--- src/rtl/temporizador_parametrico.sv ---
// temporizador_parametrico: programmable bank of phase durations with a tick-driven countdown.
module temporizador_parametrico #(
  parameter int WIDTH = 4,
  parameter int NUM_PARAMS = 4,
  parameter int SEL_W = 2,
  parameter logic [NUM_PARAMS*WIDTH-1:0] DEF_PARAM = 16'h1236
) (
  input  logic             clk,
  input  logic             reset_sincrono_n,
  input  logic [SEL_W-1:0] time_parameter_selector,
  input  logic [WIDTH-1:0] time_value,
  input  logic             reprogram_sincrono,
  input  logic [SEL_W-1:0] intervalo,
  input  logic             start,
  input  logic             tick,
  output logic [WIDTH-1:0] valor,
  output logic [WIDTH-1:0] restante,
  output logic             busy,
  output logic             expirado,
  output logic             prog_error
);
  typedef enum logic {IDLE, COUNT} state_t;
  state_t state_q, state_d;
  logic [WIDTH-1:0] params_q [NUM_PARAMS];
  logic [WIDTH-1:0] params_d [NUM_PARAMS];
  logic [WIDTH-1:0] restante_q, restante_d;
  logic expirado_q, expirado_d, prog_error_q, prog_error_d;
  logic sel_ok, iv_ok, wr_ok, start_ok;
  assign sel_ok = 32'(time_parameter_selector) < NUM_PARAMS;
  assign iv_ok = 32'(intervalo) < NUM_PARAMS;
  assign wr_ok = reprogram_sincrono && sel_ok && time_value != '0;
  assign start_ok = start && iv_ok;
  assign valor = iv_ok ? params_q[intervalo] : '1;
  assign restante = restante_q;
  assign busy = state_q == COUNT;
  assign expirado = expirado_q;
  assign prog_error = prog_error_q;
  always_comb begin
    params_d = params_q;
    if (wr_ok) params_d[time_parameter_selector] = time_value;
    state_d = state_q;
    restante_d = restante_q;
    expirado_d = 1'b0;
    prog_error_d = (reprogram_sincrono && !wr_ok) || (start && !iv_ok);
    // start wins over tick and always loads the pre-write register value
    if (start_ok) begin
      restante_d = params_q[intervalo];
      state_d = COUNT;
    end else if (state_q == COUNT && tick) begin
      restante_d = restante_q - 1'b1;
      expirado_d = restante_q == WIDTH'(1);
      state_d = restante_q == WIDTH'(1) ? IDLE : COUNT;
    end
  end
  always_ff @(posedge clk) begin
    if (!reset_sincrono_n) begin
      for (int i = 0; i < NUM_PARAMS; i++) params_q[i] <= DEF_PARAM[i*WIDTH +: WIDTH];
      state_q <= IDLE;
      restante_q <= '0;
      expirado_q <= 1'b0;
      prog_error_q <= 1'b0;
    end else begin
      params_q <= params_d;
      state_q <= state_d;
      restante_q <= restante_d;
      expirado_q <= expirado_d;
      prog_error_q <= prog_error_d;
    end
  end
endmodule

--- config.mk ---
export PLATFORM = sky130hd
export DESIGN_NAME = temporizador_parametrico
export DESIGN_NICKNAME = d
export VERILOG_FILES = /design/src/rtl/temporizador_parametrico.sv
export SDC_FILE = /design/constraint.sdc
export NUM_CORES = 1
export LEC_CHECK = 0
export ABC_AREA = 0
export BUFFER_PORTS_ARGS = -buffer_cell sky130_fd_sc_hd__buf_4
export CAP_MARGIN = 20
export CELL_PAD_IN_SITES_DETAIL_PLACEMENT = 1
export CELL_PAD_IN_SITES_GLOBAL_PLACEMENT = 2
export CORE_ASPECT_RATIO = 0.7
export CORE_MARGIN = 2
export CORE_UTILIZATION = 32
export DETAILED_ROUTE_END_ITERATION = 10
export PLACE_DENSITY_LB_ADDON = 0.05
export SLEW_MARGIN = 20
export SYNTH_ARGS = -nofsm -noshare
export SYNTH_HDL_FRONTEND = slang
export SYNTH_SLANG_ARGS = --single-unit
--- constraint.sdc ---
create_clock -name clk -period 1.5 [get_ports clk]
set_input_delay 0.225 -clock clk [delete_from_list [all_inputs] [get_ports clk]]
set_output_delay 0.225 -clock clk [all_outputs]
set_load 0.1 [all_outputs]
==> flow_results.org, run 1 <==
** Logic synthesis
- The share of synthesized area in the top cell type comes to 41.2%.
- After technology mapping, the gate count stands at between 100 and 150.
- The synthesized design contains 23 register bits.
- The synthesized netlist contains 31 unique library cells.
- Sequential fraction of the synthesis area :: a little over 40%
- After synthesis the cells add up to about 1100 um2.
- Summed over all instances, the cell type with the most area after synthesis is dfxtp_1.
- Averaged over all synthesized cells, the footprint is a little under 10 um2.
- Synth Warn # :: 0
- Cell types with the largest area share after synthesis :: dfxtp_1 41%, mux4_2 8.1%, o21ai_0 6.3%, nand2_1 6.0%, a21boi_0 4.7%
- The number of nets handed over by synthesis was between 100 and 150.

** Timing
- After layout, the worst path uses 102% of the clock period.
- Measured against its own limit, the worst slew margin works out to between 60% and 70%.
- Time the worst path needs with I/O delays and setup :: ~1.5 ns
- Setup violations remaining at the end of the flow were counted as 4.
- After routing, the total negative slack on setup checks comes to -0.0691 ns.
- The max-slew violation count is 0.
- Timing would allow up to 0.654 GHz.
- In the post-route analysis, the smallest setup slack over all paths is -0.0288 ns.
- On the final layout, the worst clock skew is about 0.00084 ns.
- The number of hold violations in the final report was 0.
- RSZ-0062 raised after global routing :: true
- At the pin with the least slew margin, the transition time is 0.471 ns.

** Route
- Across all layers, the routed design uses approximately 950 vias.
- After detailed routing, the average wire length per cell comes to 16.1 um.
- Wires add up to 3040 um.
- The first detailed-routing pass ran for 4 iterations.
- Residual antenna-violating net count after detailed routing :: 0
- Residual DRC count :: 0
- Mean number of vias per cell :: about 5.0
- The first routing iteration left between 60 and 70 violations.

** Clocking
- H-Tree Depth :: 1
- Cell chosen for the clock root :: clkbuf_8
- Clock-pin slew of the registers on the worst-case setup and hold paths :: around 0.080 ns
- TritonCTS built the clock tree.
- The clock reaches the later pin of the worst-skew pair after ~0.26 ns.
- Max Buffers Root-to-Sink :: 2
- Number of hold-repair buffers added at the cts stage :: 0
- Num CTS Buffers :: 3
- CTS Sinks :: 23

** Setup path
- STA classifies the critical path endpoint as an output pin.
- Worst EP required :: between 1 and 1.5 ns
- Data arrival time at the worst-slack endpoint :: 1.30 ns
- The worst setup path is launched from a flop.
- In this run the worst path has a maximum fanout of 2.
- Setup slack, reg-to-reg :: between 0.2 and 0.25 ns
- Category of the most critical setup path :: reg -> out

** Place
- At the placement stage, the worst setup path has a slack of 0.134 ns.
- The count of buffers added on input and output ports is 23.
- After legalization and detailed placement, the total HPWL measured ~2300 um.
- Gpl congestion :: roughly 0.80

** Power
- Cell area power density :: approximately 980 nW/um2
- Peak supply drop :: between 0.3 and 0.4 mV
- Total leakage power :: ~0.56 nW
- Overall power consumption after layout is estimated at between 0.001 and 0.0015 W.

** Floorplanning
- Number of top-level design ports :: 24
- Die X :: between 70 and 80 um
- The die covers 3990 um2.
- Vertical extent of the die :: about 53 um
- Core Footprint :: 3230 um2
- Initial Utilization :: 34.6%
- Placement Rows :: 17

** Finish
- The post-route netlist has a little under two fifths of its cells at a drive strength greater than 1.
- Area growth, synth to finish :: 31.4%
- For this run, the post-layout net count is about 160.
- Diode insertion count for antenna repair :: 0

** Run status
- Failing checks :: setup timing
- The run finished, with violations left.

** Global routing
- Global-route usage over all layers :: between 10% and 20%
- Entering global routing, the biggest net connects 24 pins.
- For this run the aggregate overflow at the end of global routing stands at 0.
- The first global-routing pass estimated 5060 um of wire.
- The number of antenna violations at the first check in global routing was 0.
- The via count of the first global-routing pass came to between 900 and 1k.

** Flow run
- Max-cap violations in this run came to 0.

** Worst hold path
- Hold Path Class :: in -> reg
## Yosys cell counts
library cell   n
a21boi_0       7
a21boi_1       1
a21boi_2       3
a21oi_1        1
a311o_1        1
and2_1         1
and3_1         2
and3b_1        2
buf_4          1
buf_6          1
clkbuf_1       2
dfxtp_1       23
ha_1           2
inv_1          2
mux4_2         4
nand2_1       18
nand2b_1       4
nand3_1        8
nand3b_1       2
nor2_1         2
nor3b_1        1
nor4_1         1
nor4_4         1
nor4b_1        1
o211a_1        2
o21ai_0       14
o21ai_2        3
o311a_1        1
o41a_1         1
or3b_1         1
xnor2_1        2
## path summary, 6_finish.rpt
path                 start            to  cells after the start
max            params_q[0]      valor[0]                      2
max reg2reg           busy   restante[3]                      3
min reg2reg   params_q[11]  params_q[11]                      2
min          time_value[1]  params_q[13]                      3
## placed cells by master, fill, tap and decap left out
cell	Yosys	final
o311a_1	1	1
a21boi_0	7	7
clkbuf_1	2	1
and3_1	2	2
and3b_1	2	2
and2_1	1	1
dfxtp_2	0	10
ha_1	2	2
or3b_1	1	1
o21ai_0	14	14
a21boi_1	1	1
o211a_1	2	2
dfxtp_4	0	3
dfxtp_1	23	10
xnor2_1	2	2
nor4_1	1	1
nand3b_1	2	2
inv_1	2	2
a21oi_1	1	1
nor4_4	1	1
buf_4	1	21
a311o_1	1	1
nand2b_1	4	4
nor3b_1	1	1
nand2_1	18	18
a21boi_2	3	3
buf_6	1	1
o21ai_2	3	3
o41a_1	1	1
nor4b_1	1	1
nor2_1	2	2
clkbuf_8	0	3
nand3_1	8	8
mux4_2	4	4
buf_12	0	4
## metal layers
layer	GRT usage [%]	up-vias	wire [um]
met5	0	-	0
met4	5.36	0	38
met3	4.19	4	74
met2	24.9	7	1310
met1	26.4	466	1610
li1	-	471	-
## metrics by stage
stage	utilization, %	hold WS (ns)	cell area (um2)	instances
floorplan	-	0.349	1130	115
global placement	41.9	0.467	1360	182
detailed placement	41.9	0.474	1360	182
CTS	44.7	0.239	1450	187
global route	45.4	0.257	1470	188
finish	45.4	0.247	1470	188
## critical path, cell delays in order (launching register included)
cell and delay (ns):
dfxtp_2 0.33, mux4_2 0.52, buf_12 0.19
## repair_timing
item / CTS / global route
hold endpoints to repair: 0 / 0
gates cloned: 0 / 0
resized for setup: 12 / 7
endpoints found under the setup margin: 4 / 4
buffers inserted: 1 / 1
## flip-flops by register name (all words and copies together) (netlist names)
name and cells:
prog_error 1, busy 1, params_q 16, expirado 1
restante 4
## logic make-up (layout without fill, tap and decap cells)
family,after synthesis,count (layout),synth area share [%]
AOI/OAI and AO/OA,34,34,22.1
xor gates and xnor gates,2,2,1.57
adders and majority gates,2,2,2.24
buffers and inverters,6,32,3.02
DFF,23,23,41.2
muxes,4,4,8.06
and+or+nand+nor,44,44,21.8
## power by group
group / internal, W / switching [W]
Combinational: 0.000129 / 0.000246
Sequential: 0.000641 / 0.0000269
Clock: 0.000190 / 0.000202
Total: 0.000960 / 0.000475
## layout make-up
cell class              count  area [um2]
fillers                   368        1770
well taps                  47        58.8
inverters                   2        7.51
multi-input cells          86         623
clock buffers               4        45.0
repair buffers             26         249
flip-flops and latches     23         484
(Power assumes the default switching activity.)
==> run 2, diff against run 1 <==
SKIP_CTS_REPAIR_TIMING = 1   (was not set)
==> flow_results.org, run 2 (synthesis results as in run 1) <==
** Finish
- The register with the most flip-flops in the layout has 16 of them.
- Area growth, synth to finish :: 31.4%
- The filler cells instantiated in the layout total between 300 and 400.
- In the final layout, the multi-input gates occupy between 600 and 700 um2.
- Top reg by flops :: params_q
- Share of layout cells above drive strength 1 :: a little under two fifths
- The library cell used most frequently in the layout, excluding fill and tap cells, is buf_4.
- The repair_antennas step left the layout with diodes totalling 0.
- The top cell types in the final layout, fill and taps aside, are 21 x buf_4, 18 x nand2_1, 14 x o21ai_0.
- Register area :: between 400 and 500 um2
- Final standard cell utilization of the core :: around 45%
- Total Nets Final :: ~160

** Global routing
- Routing usage on met2 :: 24.5%
- met1 is the most crowded layer.
- Global-route met1 utilization :: about a quarter
- The first global-routing pass estimated approximately 5000 um of wire.
- For met3 alone, demand over resource in global routing was 4.19%.
- GRT Residual Overflow :: 0
- Global-route usage over all layers :: 17.7%
- Number of antenna violations at the first check in global routing :: 0
- Largest net degree at the start of global routing :: 24
- The via count of the first global-routing pass was roughly 940.

** Setup path
- Depth of the most critical reg-to-reg path :: 3
- The number of buffers and inverters on the critical path is 1.
- Worst EP required :: 1.27 ns
- List of cells traversed by the critical path :: mux4_2 -> buf_12
- CP Depth :: 2
- Among cell families on the critical path, the largest total delay comes from multiplexers.
- For the worst setup path, the data arrival time is ~1.3 ns.
- On the worst path, the slowest cell contributes a delay of about 0.52 ns.
- Launching element type of the critical path :: flop
- STA classifies the critical path endpoint as an output pin.
- Along the worst path, the maximum fanout reaches 2.
- The slowest stage of the critical path belongs to the cell mux4_2.
- Category of the most critical setup path :: reg -> out

** Flow run
- Number of maximum-capacitance constraint violations :: 0

** Clocking
- The clock reaches the later pin of the worst-skew pair after between 0.2 and 0.3 ns.
- In this run, CTS created clock tree buffers numbering 3.
- Clock-pin slew was measured on the worst setup and hold paths at 0.08 ns.
- H-Tree Depth :: 1
- Max Buffers Root-to-Sink :: 2
- TritonCTS built the clock tree.
- Cell chosen for the clock root :: clkbuf_8
- Clock tree synthesis found a total of 23 sinks.

** Run status
- Outcome :: complete, but fails checks
- Failing checks :: setup timing

** Timing
- Final setup vio count :: 4
- RSZ-0062 raised after global routing :: true
- Peak clock frequency supported by timing :: 0.653 GHz
- On the final layout, the worst clock skew is roughly 0.0014 ns.
- The final critical path takes up 102% of the cycle.
- Slew at the pin with the worst max-slew slack :: around 0.47 ns
- Number of failing hold endpoints at the final stage :: 0
- Tightest slew margin relative to the limit :: around two thirds
- Time the worst path needs with I/O delays and setup :: between 1.5 and 2 ns
- Fin worst setup slack :: -0.0317 ns
- Final Max Tran Viols :: 0

** Route
- TritonRoute pass-1 iters :: 4
- After detailed routing, the number of vias per cell comes to about 5.
- DR WL/cell :: approximately 16 um
- Total wirelength of the detailed-routed design :: between 3000 and 4000 um
- Residual DRC count :: 0
- Number of vias in the routed layout :: 947
- The detail route stage leaves a number of antenna-violating nets equal to 0.
- Starting DRT DRC Count :: between 60 and 70

** Power
- Summing internal, switching and leakage power gives around 0.0014 W.
- Cell area power density :: 976 nW/um2
- Total leakage power :: 0.564 nW
- Across the VDD grid, the largest voltage drop is about 0.38 mV.

** Worst hold path
- Hold Path Class :: in -> reg
- Along the worst hold path, the cell count comes to 3.

** Place
- Gpl congestion :: 0.798
- The HPWL after detailed placement is roughly 2300 um.
- IO buf count :: 23

** Floorplanning
- From left edge to right edge, the die measures roughly 75 um.
- Die area :: 3990 um2
- Placement Rows :: 17
- Core Footprint :: ~3200 um2
- In this run the count of I/O pins placed on the die edge is 24.
- In this run the vertical extent of the chip is between 50 and 60 um.
- Initial Utilization :: approximately a third
==> run 2: cell counts in the layout (fill, tap and decap cells not counted) <==
No cell type changed its count.
==> run 2: metal layers <==
metal	part of all wire (%)	routed length, um	up-vias
met2	43	1310	11
met3	3.1	94	4
met5	0	0	-
met1	52	1590	459
li1	-	-	473
met4	1.2	37	0
==> run 2: final timing paths <==
kind                            slack, ns     startpoint            to
worst max-delay path                -0.03    params_q[0]      valor[0]
worst min-delay path                 0.25  time_value[1]  params_q[13]
worst max register to register       0.23           busy   restante[3]
worst min register to register       0.47   params_q[11]  params_q[11]
==> run 2: cell type report <==
type,instances,share of cell area [%]
Sequential cell,23,33.0
Multi-Input combinational cell,86,42.5
Inverter,2,0.512
Timing Repair Buffer,26,17.0
Clock buffer,4,3.07
Tap cell,47,4.01
==> run 2: worst register-to-register path, stage by stage (launching register included) <==
cell	delay, ns
dfxtp_4	0.37
nand2_1	0.12
o41a_1	0.33
o311a_1	0.33
==> run 2: stage by stage <==
| stage | worst slack, ns | hold WS (ns) | instances | setup TNS (ns) | cell area (um2) |
|---|---|---|---|---|---|
| 4_1_cts | -0.0838 | 0.239 | 186 | -0.250 | 1400 |
| 3_5_place_dp | 0.134 | 0.474 | 182 | 0 | 1360 |
| 2_1_floorplan | -0.0180 | 0.349 | 115 | -0.0180 | 1130 |
| 5_1_grt | -0.0561 | 0.257 | 188 | -0.203 | 1470 |
| 6_report | -0.0317 | 0.248 | 188 | -0.0738 | 1470 |
| 3_3_place_gp | 0.146 | 0.467 | 182 | 0 | 1360 |
==> run 2: where the power goes <==
group	switching, W	internal, W	leakage, nW	total [W]
combinational	0.000246	0.000129	0.349	0.000375
sequential	0.0000269	0.000641	0.193	0.000668
clock	0.000200	0.000190	0.0228	0.000390
total	0.000473	0.000960	0.564	0.00143
==> run 3, diff against run 2 <==
CORE_UTILIZATION = 34   (was 32)
GPL_TIMING_DRIVEN = 0   (was not set)
clock period = 1.83 ns   (was 1.5 ns; I/O delays follow)
==> flow_results.org, run 3 (synthesis results as in run 1) <==
** Route
- Number of vias in the routed layout :: roughly 1000
- Using the TritonRoute via totals, the vias-per-cell ratio works out to around 5.6.
- After detailed routing, the number of remaining DRC violations is 0.
- For this run, the detailed router's first-pass iteration total came to 4.
- Starting DRT DRC Count :: 53
- Total wirelength of the detailed-routed design :: roughly 3100 um
- The count of nets left with antenna violations once routing finished came out at 0.
- DR WL/cell :: around 18 um

** Setup path
- Category of the most critical setup path :: reg -> out
- Largest fanout of any net on the critical path :: 2
- For the worst flop-to-flop path, the logic depth is 3.
- The worst setup path is captured at an output pin.
- The number of buffers and inverters on the critical path is 1.
- STA puts the critical path data required time at about 1.6 ns.
- On the critical path, the stage with the largest delay is an instance of mux4_2.
- In this design, the stage delay of the slowest critical-path cell is 0.51 ns.
- Data arrival time at the worst-slack endpoint :: between 1 and 1.5 ns
- STA classifies the critical path startpoint as a flop.
- Walking the worst path, the cells encountered are mux4_2 -> buf_4.
- CP Depth :: 2
- Dominant delay contributor by cell family on the critical path :: multiplexers

** Global routing
- For this run the aggregate overflow at the end of global routing stands at 0.
- The first global-routing pass estimated about 5300 um of wire.
- Entering global routing, the biggest net connects 13 pins.
- Via count of the first global-routing pass :: 1024
- Global-route usage over all layers :: 19.0%
- The number of antenna violations at the first check in global routing was 0.

** Power
- Internal power comes to roughly 0.00077 W.
- Proportion of power drawn by combinational gates :: around 25%
- Sequential group share of total power :: 47.6%
- Of the total power, the clock network draws 27.1%.
- Power Total :: 0.00115 W
- For this design the ratio of total power to cell area is ~830 nW/um2.
- Net switching is 33.0% of the power.
- For this design the total switching power over the nets is approximately 0.00038 W.
- Total leakage power :: 0.537 nW
- The worst-case IR drop observed on VDD is 0.344 mV.

** Timing
- At the pin with the least slew margin, the transition time is 0.531 ns.
- For the final routed database, the setup TNS stands at 0 ns.
- Setup repair after global routing left no endpoint under its margin.
- Between clock sinks in the finished design, the worst skew comes to approximately 0.0057 ns.
- Period Utilization, post-route :: between 80 and 90%
- Peak clock frequency supported by timing :: between 0.6 and 0.7 GHz
- Headroom to the max-slew limit came out at between 60% and 70%.
- The max-slew violation count was 0.
- The worst path needs around 1.6 ns of the cycle, external delays included.
- After layout, the worst setup slack is roughly 0.19 ns.
- The number of hold violations in the final report is 0.
- Final setup vio count :: 0

** Floorplanning
- The die is a little over 50 um tall.
- In this run the horizontal extent of the chip is 72.5 um.
- 24 I/O pins were placed.
- The region available for standard cell placement spans 3150 um2.
- The initial utilization of the core area, before any placement, comes to a little over a third.
- The floorplan step defined a die boundary enclosing between 3000 and 4000 um2.
- In this run the core area contains 17 standard-cell rows.

** Finish
- Highest-count cells in the layout ignoring fill and taps :: 23 x buf_4, 20 x dfxtp_1, 18 x nand2_1
- Top reg by flops :: params_q
- The register with the most flip-flops in the layout has 16 of them.
- Count of placed standard cells in the final layout, fillers left out :: approximately 180
- Cells with a size suffix above 1 make up 29.1% of the layout.
- Leaving out fill and tap cells, the most frequent cell in the layout is buf_4.
- After the last flow step, the layout net total stands at between 150 and 200.
- With fillers left out, the area of the finished cells amounts to between 1000 and 1500 um2.
- The area growth from synthesis to layout is 23.4%.
- 0 antenna diodes ended up in the layout.

** Worst hold path
- Number of stages on the worst hold path :: 2
- Hold Path Class :: in -> reg

** Clocking
- TritonCTS created 3 clock buffers.
- H-Tree Depth :: 1
- Clock latency on the worst-skew pair, taken at its later pin, is approximately 0.26 ns.
- No sink is reached through more buffers than the 2 on the longest clock path.
- TritonCTS clock tree :: done
- Cell chosen for the clock root :: clkbuf_8
- The clock net in this run drives a total of 23 sinks.
- Clock-pin slew of the registers on the worst-case setup and hold paths :: around 0.080 ns

** Place
- At the end of routability-driven placement, the weighted congestion stood at around 0.75.
- Pre-CTS setup slack :: roughly 0.35 ns
- Cell count after placement :: between 150 and 200
- Input and output buffers added on the ports amount to 22.
- After detailed placement, the total cell area comes to about 1300 um2.
- Detailed placement finished with a half-perimeter wire length of roughly 2500 um.

** Run status
- Outcome :: finished clean

** Flow run
- Number of maximum-capacitance constraint violations :: 0
==> run 3: per-layer routing <==
layer  vias to the layer above  wire length [um]  GRT usage, %
li1                        475                 -             -
met1                       508              1660          28.1
met2                        13              1380          29.2
met3                         2                86          4.07
met4                         0                 7          2.16
met5                         -                 0             0
==> run 3: power groups by stage <==
stage               registers, W  logic, W  clock network, W
floorplan               0.000617  0.000141                 0
finish                  0.000547  0.000291          0.000312
detailed placement      0.000559  0.000292                 0
CTS                     0.000547  0.000292          0.000321
global route            0.000552  0.000310          0.000342
global placement        0.000558  0.000287                 0
==> run 3: path summary, 6_finish.rpt <==
check                        start           end  slack [ns]
setup / recovery      params_q[13]      valor[1]        0.19
hold reg to reg       params_q[12]  params_q[12]        0.47
hold / removal    reset_sincrono_n   params_q[2]        0.30
setup reg to reg              busy   restante[3]        0.55
==> run 3: metrics by stage <==
step	hold slack [ns]	utilization [%]
finish	0.301	43.8
global route	0.308	43.8
CTS	0.298	43.8
detailed placement	0.462	42.4
global placement	0.466	42.4
floorplan	0.398	-
==> run 3: worst reg2reg max path, delay by kind of cell (launching register included) <==
family	cells	cell delay, ns
AO/OA/AOI/OAI	2	0.66
flip-flops	1	0.37
AND/OR/NAND/NOR	1	0.15
==> run 3: area by class of cell <==
class / count / area [um2]
sequential: 23 / 464
timing repair buffer: 22 / 165
buffer: 4 / 26.3
inverter: 2 / 7.51
tap: 38 / 47.5
clock buffer: 4 / 45.0
fill: 372 / 1770
multi-input combinational: 86 / 623
